## config.mk

```make
export PLATFORM = sky130hd
export DESIGN_NAME = ex_muldiv
export DESIGN_NICKNAME = d
export VERILOG_FILES = /design/src/rtl/ex_muldiv.sv
export SDC_FILE = /design/constraint.sdc
export NUM_CORES = 2
export LEC_CHECK = 0
export ABC_AREA = 1
export CAP_MARGIN = 10
export CORE_MARGIN = 8
export CORE_UTILIZATION = 64
export CTS_CLUSTER_SIZE = 25
export DETAILED_ROUTE_END_ITERATION = 12
export PLACE_DENSITY = 0.82
export SLEW_MARGIN = 0
export SYNTH_ARGS = -nofsm -noshare
export SYNTH_HDL_FRONTEND = slang
export SYNTH_SLANG_ARGS = --single-unit
export TNS_END_PERCENT = 5
```

## constraint.sdc

```tcl
create_clock -name clk -period 10.3 [get_ports clk]
set_input_delay 2.06 -clock clk [delete_from_list [all_inputs] [get_ports clk]]
set_output_delay 2.06 -clock clk [all_outputs]
set_load 0.005 [all_outputs]
```

## src/rtl/ex_muldiv.sv

```systemverilog
// ex_muldiv -- EX-stage multiply/divide unit owning the architectural HI/LO pair.
//
// Divide (DIV/DIVU) is restoring, one quotient bit per cycle on operand
// magnitudes, followed by a sign-fix cycle. MTHI/MTLO write in a single cycle.
// Multiply is single-cycle by default.
//
// Configuration macro: EX_MULDIV_ITER_MUL_EN
//   defined   -> MULT/MULTU run the shift-add path through the same FSM
//                (34-cycle latency, busy/done like divide).
//   undefined -> MULT/MULTU write {hi,lo} at the sampling edge.
//
// Ports:
//   clk      in   clock, all state on rising edge
//   reset    in   synchronous active-high reset
//   start    in   issue op this cycle
//   op       in   0 MULT, 1 MULTU, 2 DIV, 3 DIVU, 4 MTHI, 5 MTLO, 6/7 no-op
//   reg_a    in   rs operand (multiplicand / dividend / move source)
//   reg_b    in   rt operand (multiplier / divisor)
//   rd_hilo  in   MFHI/MFLO in EX
//   hi, lo   out  HI/LO registers
//   busy     out  multi-cycle operation in progress
//   stall    out  busy & (start | rd_hilo), combinational
//   done     out  one-cycle pulse when a multi-cycle result lands in HI/LO

module ex_muldiv (
    input  logic        clk,
    input  logic        reset,
    input  logic        start,
    input  logic [2:0]  op,
    input  logic [31:0] reg_a,
    input  logic [31:0] reg_b,
    input  logic        rd_hilo,
    output logic [31:0] hi,
    output logic [31:0] lo,
    output logic        busy,
    output logic        stall,
    output logic        done
);

    localparam logic [2:0] OP_MULT  = 3'd0;
    localparam logic [2:0] OP_MULTU = 3'd1;
    localparam logic [2:0] OP_DIV   = 3'd2;
    localparam logic [2:0] OP_DIVU  = 3'd3;
    localparam logic [2:0] OP_MTHI  = 3'd4;
    localparam logic [2:0] OP_MTLO  = 3'd5;

    typedef enum logic [1:0] {
        ST_IDLE = 2'd0,
        ST_RUN  = 2'd1,
        ST_FIX  = 2'd2
    } state_t;

    function automatic logic [31:0] neg32(input logic [31:0] v);
        return ~v + 32'd1;
    endfunction

    function automatic logic [63:0] neg64(input logic [63:0] v);
        return ~v + 64'd1;
    endfunction

    state_t      state_r;
    state_t      state_s;
    logic [5:0]  cnt_r;
    logic [63:0] acc_r;      // div: {remainder, quotient}; mul: {partial, multiplier}
    logic [31:0] opb_r;      // divisor or multiplicand magnitude
    logic        neg_q_r;    // negate quotient / product in FIX
    logic        neg_r_r;    // negate remainder in FIX
    logic [31:0] hi_r;
    logic [31:0] lo_r;
    logic        done_r;
`ifdef EX_MULDIV_ITER_MUL_EN
    logic        is_mul_r;
`endif

    logic        is_div_s;
    logic        is_mul_s;
    logic        iter_op_s;
    logic        launch_s;
    logic        signed_s;
    logic        a_neg_s;
    logic        b_neg_s;
    logic [31:0] a_mag_s;
    logic [31:0] b_mag_s;
    logic [32:0] div_shift_s;
    logic        div_ge_s;
    logic [32:0] div_sub_s;
    logic [63:0] div_next_s;
`ifdef EX_MULDIV_ITER_MUL_EN
    logic [32:0] mul_sum_s;
    logic [63:0] mul_next_s;
`else
    logic [63:0] ext_a_s;
    logic [63:0] ext_b_s;
    logic [63:0] mul_fast_s;
`endif

    // Operand decode, magnitudes and one step of the iterative datapath.
    always_comb begin
        is_div_s    = (op == OP_DIV) | (op == OP_DIVU);
        is_mul_s    = (op == OP_MULT) | (op == OP_MULTU);
`ifdef EX_MULDIV_ITER_MUL_EN
        iter_op_s   = is_div_s | is_mul_s;
`else
        iter_op_s   = is_div_s;
`endif
        launch_s    = start & (state_r == ST_IDLE) & iter_op_s;
        signed_s    = (op == OP_MULT) | (op == OP_DIV);
        a_neg_s     = signed_s & reg_a[31];
        b_neg_s     = signed_s & reg_b[31];
        a_mag_s     = a_neg_s ? neg32(reg_a) : reg_a;
        b_mag_s     = b_neg_s ? neg32(reg_b) : reg_b;
        // Restoring step: shift next dividend bit into the partial remainder.
        div_shift_s = acc_r[63:31];
        div_ge_s    = (div_shift_s >= {1'b0, opb_r});
        div_sub_s   = div_shift_s - {1'b0, opb_r};
        if (div_ge_s) begin
            div_next_s = {div_sub_s[31:0], acc_r[30:0], 1'b1};
        end else begin
            div_next_s = {acc_r[62:0], 1'b0};
        end
`ifdef EX_MULDIV_ITER_MUL_EN
        // Shift-add step: conditionally add multiplicand, shift right.
        mul_sum_s  = {1'b0, acc_r[63:32]} + (acc_r[0] ? {1'b0, opb_r} : 33'd0);
        mul_next_s = {mul_sum_s, acc_r[31:1]};
`else
        // Sign/zero extension to 64 bits gives the correct low 64 product bits.
        ext_a_s    = {{32{a_neg_s}}, reg_a};
        ext_b_s    = {{32{b_neg_s}}, reg_b};
        mul_fast_s = ext_a_s * ext_b_s;
`endif
    end

    // FSM state register.
    always_ff @(posedge clk) begin
        if (reset) begin
            state_r <= ST_IDLE;
        end else begin
            state_r <= state_s;
        end
    end

    // FSM next-state logic.
    always_comb begin
        state_s = state_r;
        case (state_r)
            ST_IDLE: state_s = launch_s ? ST_RUN : ST_IDLE;
            ST_RUN:  state_s = (cnt_r == 6'd31) ? ST_FIX : ST_RUN;
            ST_FIX:  state_s = ST_IDLE;
            default: state_s = ST_IDLE;
        endcase
    end

    // FSM outputs and stall request.
    always_comb begin
        busy  = (state_r != ST_IDLE);
        stall = busy & (start | rd_hilo);
        done  = done_r;
        hi    = hi_r;
        lo    = lo_r;
    end

    // Datapath: operand capture, iterations, sign fix and HI/LO writes.
    always_ff @(posedge clk) begin
        if (reset) begin
            hi_r    <= 32'd0;
            lo_r    <= 32'd0;
            acc_r   <= 64'd0;
            opb_r   <= 32'd0;
            cnt_r   <= 6'd0;
            neg_q_r <= 1'b0;
            neg_r_r <= 1'b0;
            done_r  <= 1'b0;
`ifdef EX_MULDIV_ITER_MUL_EN
            is_mul_r <= 1'b0;
`endif
        end else begin
            done_r <= (state_r == ST_FIX);
            case (state_r)
                ST_IDLE: begin
                    cnt_r <= 6'd0;
                    if (start) begin
                        case (op)
                            OP_MTHI: hi_r <= reg_a;
                            OP_MTLO: lo_r <= reg_a;
                            OP_MULT, OP_MULTU: begin
`ifdef EX_MULDIV_ITER_MUL_EN
                                acc_r    <= {32'd0, b_mag_s};
                                opb_r    <= a_mag_s;
                                neg_q_r  <= a_neg_s ^ b_neg_s;
                                neg_r_r  <= 1'b0;
                                is_mul_r <= 1'b1;
`else
                                {hi_r, lo_r} <= mul_fast_s;
`endif
                            end
                            OP_DIV, OP_DIVU: begin
                                acc_r   <= {32'd0, a_mag_s};
                                opb_r   <= b_mag_s;
                                // Divide by zero keeps the all-ones quotient unsigned.
                                neg_q_r <= (a_neg_s ^ b_neg_s) & (reg_b != 32'd0);
                                neg_r_r <= a_neg_s;
`ifdef EX_MULDIV_ITER_MUL_EN
                                is_mul_r <= 1'b0;
`endif
                            end
                            default: ;
                        endcase
                    end
                end
                ST_RUN: begin
`ifdef EX_MULDIV_ITER_MUL_EN
                    acc_r <= is_mul_r ? mul_next_s : div_next_s;
`else
                    acc_r <= div_next_s;
`endif
                    cnt_r <= cnt_r + 6'd1;
                end
                ST_FIX: begin
                    cnt_r <= 6'd0;
`ifdef EX_MULDIV_ITER_MUL_EN
                    if (is_mul_r) begin
                        {hi_r, lo_r} <= neg_q_r ? neg64(acc_r) : acc_r;
                    end else begin
                        lo_r <= neg_q_r ? neg32(acc_r[31:0]) : acc_r[31:0];
                        hi_r <= neg_r_r ? neg32(acc_r[63:32]) : acc_r[63:32];
                    end
`else
                    lo_r <= neg_q_r ? neg32(acc_r[31:0]) : acc_r[31:0];
                    hi_r <= neg_r_r ? neg32(acc_r[63:32]) : acc_r[63:32];
`endif
                end
                default: cnt_r <= 6'd0;
            endcase
        end
    end

endmodule

```

==> impl_metrics.py <==
metrics = {
    "outcome": {
        "status": "completed",
    },
    "logic_synthesis": {
        "yosysUniqueCellTypes": 58,
        "netlist_instances": 6959,
        "synthTopCellsByCount": "1740 x inv_1, 1700 x nand2_1, 1126 x fa_1",
        "synth_area_per_cell_sq_um": 7.48,
        "synth-async-reset-ratio_pct": 0,
        "yosysTopAreaCellShare_pct": 43.3,
        "synth_edf_count": 0,
        "synth.cell_area_sq_um": 52100,
        "synth-seq-cells": 171,
        "synthTopCellsByArea": "fa_1 43%, inv_1 13%, nand2_1 12%",
        "synth.largest_area_cell": "fa_1",
        "yosys.cell_count.top_type": "inv_1",
        "synth_warnings": 0,
        "synth_nets": 8405,
        "synth-seq-area-share_pct": 6.58,
        "synthFlopType": "dfxtp_1",
    },
    "layout": {
        "syn2layout_area_growth_pct": 9.64,
        "fin_nets": 8547,
        "nFillCells": 6451,
        "instances_no_fill": 8181,
        "drive_gt1_share_pct": 6.93,
        "regArea_sq_um": 3420,
        "multiInputGateArea_sq_um": 40600,
    },
    "clock_network": {
        "numCtsBuffers": 17,
        "clock_latency_ps": 470,
        "clk_path_buf_depth": 2,
        "cts_max_level": 4,
        "cts_hold_buf": 0,
        "cts_num_sinks": 171,
        "clk_pin_slew_ps": 80,
        "cts_tree": "done",
        "post-cts-setup-buffer-count": 0,
        "cts-root-buf": "clkbuf_16",
    },
    "timing": {
        "clock.fmax_ghz": 0.100,
        "fin_skew_ps": 14.4,
        "final.setup.tns_ps": 0,
        "rsz0062_at_grt": "false",
        "tightest_slew_ps": 1100,
        "drv_slew": 0,
        "period_needed_ps": 9960,
        "timing.final.crit_share_pct": 96.7,
        "hold_viol_final": 0,
        "finalSetupViolCount": 0,
        "slew_headroom_pct": 26.5,
    },
    "floorplan": {
        "io_pins": 138,
        "start_util_pct": 64.6,
        "die_w_um": 301,
        "coreArea_sq_um": 80500,
        "fp-row-count": 104,
        "die_y_um": 301,
        "die_area_sq_um": 90700,
    },
    "place": {
        "place_congestion": 1.07,
        "portBuffers": 137,
        "dp_hpwl_mm": 148,
        "dp.cells": 8142,
    },
    "global_route": {
        "grt_max_degree": 96,
        "antenna_found_initial": 9,
        "grt_usage_pct": 40.5,
        "grt_pass1_wl_mm": 283,
        "grt.overflow.total": 0,
        "grt_pass1_vias": 49800,
    },
    "route": {
        "vias": 47600,
        "postRouteAntennaNets": 0,
        "wirelength_mm": 182,
        "drcViolationCount": 0,
        "drt_iter0_markers": 4999,
        "wl_per_cell_um": 22.2,
        "dr.pass1.iters": 6,
        "vias_per_cell": 5.82,
    },
    "setup_path": {
        "crit_required_ps": 10690,
        "cpMostUsedCell": "fa_1",
        "crit_fanout": 11,
        "crit_arrival_ps": 10350,
        "slowest_stage": "fa_1",
        "path_class": "in2reg",
        "critPathCaptureType": "flip-flop",
        "cp-start-kind": "primary input",
        "max_stage_delay_ps": 600,
    },
    "worst_hold_path": {
        "hp-class": "reg2reg",
    },
    "run": {
        "max_cap_viol_count": 0,
    },
}
## area by class of cell
class | instances | share of cell area (%)
Inverter | 1752 | 11.5
Antenna cell | 7 | 0.0307
Multi-Input combinational cell | 4678 | 71.2
Tap cell | 1060 | 2.32
Sequential cell | 171 | 6.00
Timing Repair Buffer | 481 | 7.92
Clock buffer | 18 | 0.752
Clock inverter | 14 | 0.261
## stage by stage
stage               area, sq um  worst slack (ps)  hold slack, ps  utilization, %
global placement          56500             -70.1             427            70.1
CTS                       57100               336             457            70.8
floorplan                 52100               983             418               -
finish                    57100               345             457            70.9
detailed placement        56500              -114             445            70.1
global route              57100              53.3             499            70.9
## flip-flops by register name, summed over array words and instances (netlist names)
name / flops
acc_r: 64
cnt_r: 6
done: 1
hi: 32
lo: 32
neg_q_r: 1
neg_r_r: 1
opb_r: 32
state_r: 2
## critical path: cells and delay by family
family | cells | cell delay [ps]
adders and majority gates | 9 | 4450
buffers and inverters | 10 | 1820
AOI/OAI and AO/OA | 6 | 1150
and+or+nand+nor | 6 | 840
## repair_timing
action | CTS | global route
setup endpoints to repair | 0 | 10
endpoints found under the hold margin | 0 | 0
resized for setup | 0 | 3
## placed cells by master (no fill, tap or decap), drive strengths merged, types with 61 or more instances in the layout
| master | instances |
|---|---|
| nand2 | 1711 |
| dfxtp | 171 |
| a21oi | 388 |
| buf | 360 |
| ha | 249 |
| clkdlybuf4s50 | 120 |
| inv | 1757 |
| nand3 | 177 |
| fa | 1126 |
| o21ai | 334 |
| nor2 | 353 |
| xor2 | 61 |
## layer usage
| layer | up-vias | part of all wire (%) | track usage (%) |
|---|---|---|---|
| met3 | 732 | 11 | 9.21 |
| met2 | 2941 | 46 | 65.2 |
| met5 | - | 0.013 | 0 |
| met1 | 23200 | 36 | 50.4 |
| met4 | 4 | 7.0 | 22.9 |
| li1 | 20700 | - | - |
## cells by family (layout without fill, tap and decap cells)
| group | Yosys count | in the layout | synth area share [%] |
|---|---|---|---|
| flip-flops | 171 | 171 | 6.58 |
| AND/OR/NAND/NOR | 2386 | 2386 | 18.6 |
| AO/OA/AOI/OAI | 828 | 828 | 8.62 |
| buffers and inverters | 2110 | 2265 | 15.4 |
| XOR/XNOR | 89 | 89 | 1.50 |
| other | 0 | 7 | 0 |
| adder cells (fa/ha/maj) | 1375 | 1375 | 49.3 |
## worst paths after layout
path	start	endpoint	slack (ps)	cells after the start
hold reg to reg	cnt_r[0]	cnt_r[0]	460	1
setup reg to reg	state_r[0]	hi[31]	6830	9
hold / removal	cnt_r[0]	cnt_r[0]	460	1
setup / recovery	op[0]	hi[24]	340	31
Power is left out: the tool's default activity adds up to more than one toggle a clock period on the data nets, which glitch-free logic cannot reach.
